**config.mk**
```make
export PLATFORM = sky130hd
export DESIGN_NAME = ast_rr_arbiter_flat
export DESIGN_NICKNAME = d
export VERILOG_FILES = /design/src/rtl/ast_pkg.sv /design/src/rtl/ast_rr_arbiter_if.sv /design/src/rtl/ast_rr_arbiter_rr_pick.sv /design/src/rtl/ast_rr_arbiter.sv /design/src/flat_wrapper.sv
export SDC_FILE = /design/constraint.sdc
export NUM_CORES = 1
export LEC_CHECK = 0
export ABC_AREA = 1
export BUFFER_PORTS_ARGS = -buffer_cell sky130_fd_sc_hd__buf_2
export CELL_PAD_IN_SITES_DETAIL_PLACEMENT = 1
export CELL_PAD_IN_SITES_GLOBAL_PLACEMENT = 1
export CORE_ASPECT_RATIO = 0.6
export CORE_MARGIN = 10
export CORE_UTILIZATION = 16
export CTS_CLUSTER_SIZE = 25
export DETAILED_ROUTE_END_ITERATION = 8
export PLACE_DENSITY = 0.8
export SLEW_MARGIN = 0
export SYNTH_ARGS = -nofsm -noshare
export SYNTH_HDL_FRONTEND = slang
export SYNTH_SLANG_ARGS = --single-unit
```
**constraint.sdc**
```tcl
create_clock -name clk_i -period 1.5 [get_ports clk_i]
set_input_delay 0 -clock clk_i [delete_from_list [all_inputs] [get_ports clk_i]]
set_output_delay 0 -clock clk_i [all_outputs]
set_load 0.005 [all_outputs]
```
**src/rtl/ast_pkg.sv**
```systemverilog
// rtl/ast_pkg.sv - shared types and constants for the Avalon-ST round-robin arbiter
package ast_pkg;

    typedef enum logic {
        IDLE = 1'b0,
        LOCK = 1'b1
    } state_e;

    localparam int PKT_CNT_W = 16;

endpackage

```
**src/rtl/ast_rr_arbiter_if.sv**
```systemverilog
// rtl/ast_rr_arbiter_if.sv - sink/source stream bundle for ast_rr_arbiter
// pkt_cnt_o exists only when AST_ARB_STATS_EN is defined.
interface ast_rr_arbiter_if #(
    parameter int N_PORTS = 4,
    parameter int WIDTH   = 32,
    parameter int CH_W    = $clog2(N_PORTS)
) ();
    import ast_pkg::*;

    logic [N_PORTS*WIDTH-1:0] snk_data_i;
    logic [N_PORTS-1:0]       snk_valid_i;
    logic [N_PORTS-1:0]       snk_sop_i;
    logic [N_PORTS-1:0]       snk_eop_i;
    logic [N_PORTS-1:0]       snk_ready_o;

    logic [WIDTH-1:0]         src_data_o;
    logic                     src_valid_o;
    logic                     src_sop_o;
    logic                     src_eop_o;
    logic [CH_W-1:0]          src_channel_o;
    logic                     src_ready_i;

`ifdef AST_ARB_STATS_EN
    logic [N_PORTS*PKT_CNT_W-1:0] pkt_cnt_o;
`endif

    modport slave (
        input  snk_data_i, snk_valid_i, snk_sop_i, snk_eop_i, src_ready_i,
        output snk_ready_o, src_data_o, src_valid_o, src_sop_o, src_eop_o,
        output src_channel_o
`ifdef AST_ARB_STATS_EN
        , output pkt_cnt_o
`endif
    );

    modport master (
        output snk_data_i, snk_valid_i, snk_sop_i, snk_eop_i, src_ready_i,
        input  snk_ready_o, src_data_o, src_valid_o, src_sop_o, src_eop_o,
        input  src_channel_o
`ifdef AST_ARB_STATS_EN
        , input pkt_cnt_o
`endif
    );

endinterface

```
**src/rtl/ast_rr_arbiter_rr_pick.sv**
```systemverilog
// rtl/ast_rr_arbiter_rr_pick.sv - circular priority search: first set req bit at or after ptr
module rr_pick #(
    parameter int N     = 4,
    parameter int IDX_W = $clog2(N)
) (
    input  logic [N-1:0]     req_i,
    input  logic [IDX_W-1:0] ptr_i,
    output logic [IDX_W-1:0] idx_o,
    output logic             found_o
);

    always_comb begin
        idx_o   = '0;
        found_o = 1'b0;
        for (int i = 0; i < N; i++) begin
            if (!found_o && req_i[(int'(ptr_i) + i) % N]) begin
                found_o = 1'b1;
                idx_o   = IDX_W'((int'(ptr_i) + i) % N);
            end
        end
    end

endmodule

```
**src/rtl/ast_rr_arbiter.sv**
```systemverilog
// rtl/ast_rr_arbiter.sv - packet-locked round-robin merge of N Avalon-ST sinks into one source
// Define AST_ARB_STATS_EN to add per-port granted-packet counters on pkt_cnt_o.
module ast_rr_arbiter
    import ast_pkg::*;
#(
    parameter int N_PORTS = 4,
    parameter int WIDTH   = 32,
    parameter int CH_W    = $clog2(N_PORTS)
) (
    input  logic           clk_i,
    input  logic           rst_i,
    ast_rr_arbiter_if.slave bus
);

    state_e          state_q, state_d;
    logic [CH_W-1:0] grant_q, grant_d;
    logic [CH_W-1:0] rr_ptr_q, rr_ptr_d;
    logic [CH_W-1:0] pick_idx;
    logic            pick_found;
    logic            eop_xfer;

    rr_pick #(
        .N     (N_PORTS),
        .IDX_W (CH_W)
    ) u_rr_pick (
        .req_i   (bus.snk_valid_i),
        .ptr_i   (rr_ptr_q),
        .idx_o   (pick_idx),
        .found_o (pick_found)
    );

    always_comb begin
        state_d           = state_q;
        grant_d           = grant_q;
        rr_ptr_d          = rr_ptr_q;
        eop_xfer          = 1'b0;
        bus.src_data_o    = bus.snk_data_i[grant_q*WIDTH +: WIDTH];
        bus.src_valid_o   = 1'b0;
        bus.src_sop_o     = 1'b0;
        bus.src_eop_o     = 1'b0;
        bus.src_channel_o = grant_q;
        bus.snk_ready_o   = '0;

        case (state_q)
            IDLE: begin
                if (pick_found) begin
                    grant_d = pick_idx;
                    state_d = LOCK;
                end
            end
            LOCK: begin
                bus.src_valid_o          = bus.snk_valid_i[grant_q];
                bus.src_sop_o            = bus.snk_sop_i[grant_q];
                bus.src_eop_o            = bus.snk_eop_i[grant_q];
                bus.snk_ready_o[grant_q] = bus.src_ready_i;
                eop_xfer = bus.snk_valid_i[grant_q] & bus.src_ready_i & bus.snk_eop_i[grant_q];
                // Grant is released only by a completed eop beat; stalls and valid gaps keep it.
                if (eop_xfer) begin
                    state_d  = IDLE;
                    rr_ptr_d = (grant_q == CH_W'(N_PORTS - 1)) ? '0 : grant_q + 1'b1;
                end
            end
            default: state_d = IDLE;
        endcase
    end

    always_ff @(posedge clk_i or posedge rst_i) begin
        if (rst_i) begin
            state_q  <= IDLE;
            grant_q  <= '0;
            rr_ptr_q <= '0;
        end else begin
            state_q  <= state_d;
            grant_q  <= grant_d;
            rr_ptr_q <= rr_ptr_d;
        end
    end

`ifdef AST_ARB_STATS_EN
    logic [PKT_CNT_W-1:0] pkt_cnt_q [N_PORTS];
    logic [PKT_CNT_W-1:0] pkt_cnt_d [N_PORTS];

    always_comb begin
        for (int k = 0; k < N_PORTS; k++) begin
            pkt_cnt_d[k] = pkt_cnt_q[k];
        end
        if (eop_xfer) begin
            pkt_cnt_d[grant_q] = pkt_cnt_q[grant_q] + 1'b1;
        end
    end

    always_comb begin
        bus.pkt_cnt_o = '0;
        for (int k = 0; k < N_PORTS; k++) begin
            bus.pkt_cnt_o[k*PKT_CNT_W +: PKT_CNT_W] = pkt_cnt_q[k];
        end
    end

    always_ff @(posedge clk_i or posedge rst_i) begin
        if (rst_i) begin
            for (int k = 0; k < N_PORTS; k++) begin
                pkt_cnt_q[k] <= '0;
            end
        end else begin
            pkt_cnt_q <= pkt_cnt_d;
        end
    end
`endif

endmodule

```
**src/flat_wrapper.sv**
```systemverilog
// flat-port wrapper written by rule: the top's interface ports become plain ports
module ast_rr_arbiter_flat import ast_pkg::*;
#(
    parameter int N_PORTS = 4,
    parameter int WIDTH   = 32,
    parameter int CH_W    = $clog2(N_PORTS)
)
  (clk_i, rst_i, bus_snk_data_i, bus_snk_valid_i, bus_snk_sop_i, bus_snk_eop_i, bus_src_ready_i, bus_snk_ready_o, bus_src_data_o, bus_src_valid_o, bus_src_sop_o, bus_src_eop_o, bus_src_channel_o);
  ast_rr_arbiter_if #(.N_PORTS(N_PORTS), .WIDTH(WIDTH), .CH_W(CH_W)) bus_i ();
  input  logic clk_i;
  input  logic rst_i;
  input wire logic [$bits(bus_i.snk_data_i)-1:0] bus_snk_data_i;
  input wire logic [$bits(bus_i.snk_valid_i)-1:0] bus_snk_valid_i;
  input wire logic [$bits(bus_i.snk_sop_i)-1:0] bus_snk_sop_i;
  input wire logic [$bits(bus_i.snk_eop_i)-1:0] bus_snk_eop_i;
  input wire logic [$bits(bus_i.src_ready_i)-1:0] bus_src_ready_i;
  output wire logic [$bits(bus_i.snk_ready_o)-1:0] bus_snk_ready_o;
  output wire logic [$bits(bus_i.src_data_o)-1:0] bus_src_data_o;
  output wire logic [$bits(bus_i.src_valid_o)-1:0] bus_src_valid_o;
  output wire logic [$bits(bus_i.src_sop_o)-1:0] bus_src_sop_o;
  output wire logic [$bits(bus_i.src_eop_o)-1:0] bus_src_eop_o;
  output wire logic [$bits(bus_i.src_channel_o)-1:0] bus_src_channel_o;
  assign bus_i.snk_data_i = bus_snk_data_i;
  assign bus_i.snk_valid_i = bus_snk_valid_i;
  assign bus_i.snk_sop_i = bus_snk_sop_i;
  assign bus_i.snk_eop_i = bus_snk_eop_i;
  assign bus_i.src_ready_i = bus_src_ready_i;
  assign bus_snk_ready_o = bus_i.snk_ready_o;
  assign bus_src_data_o = bus_i.src_data_o;
  assign bus_src_valid_o = bus_i.src_valid_o;
  assign bus_src_sop_o = bus_i.src_sop_o;
  assign bus_src_eop_o = bus_i.src_eop_o;
  assign bus_src_channel_o = bus_i.src_channel_o;
  ast_rr_arbiter #(.N_PORTS(N_PORTS), .WIDTH(WIDTH), .CH_W(CH_W)) u_core (.clk_i(clk_i), .rst_i(rst_i), .bus(bus_i));
endmodule
```
==> run summary <==
Status = complete, but fails checks
Failing checks = setup timing
Clk_skew = 0.00486 ns
Final Slew Violations = 0
Die height = 94.8 um
Cells after Synth = 294
Clock-pin slew on the worst setup and hold paths = 0.04 ns
CP arrival = 1.53 ns
TritonCTS clock tree = done
Via count = 2883
GRT Overall Usage = 13.2%
Gpl congestion = 0.845
Pin count of the biggest net entering global routing = 55
Number of synthesized register bits = 5
Pwr Total = 5.27 mW
Sink Count = 5
WL final = 10900 um
First-pass GRT wire length = 14700 um
Hold WC Path Type = input pin to register
I/O Buffers = 183
Commonest non-fill, non-tap cells in the layout = buf_2, nor2_1, o21ai_0
# DRC = 0
Leak = 1.58 nW
CTS Root Cell = clkbuf_16
Initial core utilization = 16.4%
RSZ-0062 raised after global routing = true
I/O pin cnt = 184
Area after DPL = 2580 um2
Final Instance Area = 2970 um2
Layout Nets = 634
FF-to-FF setup slack = -0.02 ns
H-tree depth = 1
Layout area overhead = 99.2%
Number of global-route vias before repair = 3015
Avg Vias per Cell = 4.79
Clock Latency Late Sink = 0.24 ns
CP required = 1.50 ns
Setup violations, final = 3
P_int = 2.52 mW
Routed WL per cell = 18.1 um
Power share of the combinational group = 85.8%
DR pass1 iterations = 4
Setup ws final = -0.0330 ns
Final TNS setup = -0.0791 ns
CP Capture Type = output pin
Remaining Overflow, GRT = 0
Deepest clock path buffer count = 2
Cell area after synthesis = 1490 um2
Num CTS Buffers = 3
Max-Cap Viols = 0
Row Count = 27
Placed cell count = 585
Die area = 13700 um2
Worst Setup Path Type = register to output pin
Hold Fails Final Rpt = 0
Routed Antenna Nets = 0
Tmin final = 1.53 ns
Sequential area share after synthesis = 8.39%
N_diodes = 0
Synth cell types = 23
Filler cell count = 1247
Final Non-Filler Cells = 602
Die width = 145 um
P_sw = 2.75 mW
Flop pwr share = 5.5%
Crit-path max FO = 16
Antenna violations before repair = 0
Worst slew pin tran = 0.268 ns
Clk pwr share = 8.7%
Worst-case vdd ir drop = 0.498 mV
Core area = 9120 um2
Ratio of cells with drive above 1 in the final layout = 51.9%
Max-slew headroom = 82.2%
DRT iter0 DRCs = 97
Pre-CTS WS = -0.000634 ns
Sw Ratio = 52.2%
Ys Warns = 0
Synth Area per Inst = 5.07 um2
Syn_nets = 441
Leading cell type in the layout, fill and taps excluded = buf_2
Half-perimeter wire length after placement = 8180 um
PwrDens = 1770 nW/um2
Final Cycle Share = 102%
Crit start category = register
Max Clock Freq = 0.652 GHz
[Yosys cell counts]
master	n	area [um2]
a21oi_1	3	15.0
a32oi_1	1	8.76
buf_1	1	3.75
buf_2	6	30.0
buf_6	1	11.3
clkbuf_1	15	56.3
clkinv_1	1	3.75
dfrtp_1	5	125
ha_1	4	50.1
inv_1	14	52.6
inv_2	3	11.3
nand2_1	39	146
nand2_2	6	37.5
nand3_1	8	40.0
nand3_2	1	10.0
nor2_1	78	293
nor2_4	1	11.3
o21a_1	1	7.51
o21ai_0	71	355
o21ai_1	1	5.00
o21ai_2	1	8.76
o22a_1	1	8.76
o22ai_1	32	200
[worst max-delay path: stages, from the launching register on]
cell,delay (ns)
dfrtp_2,0.37
buf_12,0.13
buf_8,0.15
nor2_1,0.06
nor2_1,0.15
o21ai_0,0.13
a21oi_1,0.17
buf_2,0.14
[sequential cells by signal, summed over array words and instances, names as in the netlist]
name / count
u_core.state_q: 1
u_core.rr_ptr_q: 2
u_core.bus.src_channel_o: 2
[metrics by stage]
stage	util, %	hold slack, ns
2_1_floorplan	-	-0.221
3_3_place_gp	28.3	-0.0694
3_5_place_dp	28.3	-0.0493
4_1_cts	29.6	0.249
5_1_grt	32.6	0.289
6_report	32.6	0.240
[cell type report]
cell class | count | area [um2] | area share [%]
Clock buffer | 3 | 75.1 | 2.53
Clock inverter | 1 | 5.00 | 0.168
Timing Repair inverter | 1 | 6.26 | 0.211
Multi-Input combinational cell | 248 | 1280 | 43.0
Timing Repair Buffer | 210 | 1250 | 42.2
Sequential cell | 5 | 130 | 4.38
Inverter | 18 | 77.6 | 2.61
Tap cell | 116 | 145 | 4.89
[power groups by stage]
stage	sequential [mW]	combinational, mW	clock [mW]
floorplan	0.254	2.09	0
global placement	0.274	3.48	0
detailed placement	0.281	3.63	0
CTS	0.290	3.74	0.455
global route	0.296	4.97	0.460
finish	0.288	4.52	0.460
[logic make-up after synthesis]
logic type | synth area share, %
simple gates | 36.1
flops | 8.39
fa+ha+maj | 3.36
buf+inv | 11.3
compound gates | 40.9
[layer usage]
metal  up-vias  part of all wire [%]  global-route usage [%]
met5         -                     0                       0
met2       139                    49                    24.7
li1       1385                     -                       -
met1      1345                    41                    14.2
met4         0                   1.4                    3.85
met3        14                   8.7                    3.76
[repair_timing]
action | CTS | global route
buffers inserted | 0 | 8
setup endpoints to repair | 33 | 41
resized for setup | 12 | 52
endpoints found under the hold margin | 5 | 0
pin swaps | 0 | 9
hold buffers | 1 | 0
cloned | 0 | 4
[path summary, 6_finish.rpt]
check | start | end | depth (start not counted)
worst max-delay path | u_core.bus.src_channel_o[0] | bus_src_sop_o | 7
worst min register to register | u_core.state_q | u_core.state_q | 1
max in group asynchronous | rst_i | u_core.rr_ptr_q[0] | 3
worst max register to register | u_core.rr_ptr_q[0] | u_core.bus.src_channel_o[0] | 8
worst min-delay path | bus_src_ready_i | u_core.rr_ptr_q[1] | 5
min in group asynchronous | rst_i | u_core.state_q | 3
Power figures use the tool's default switching activity.
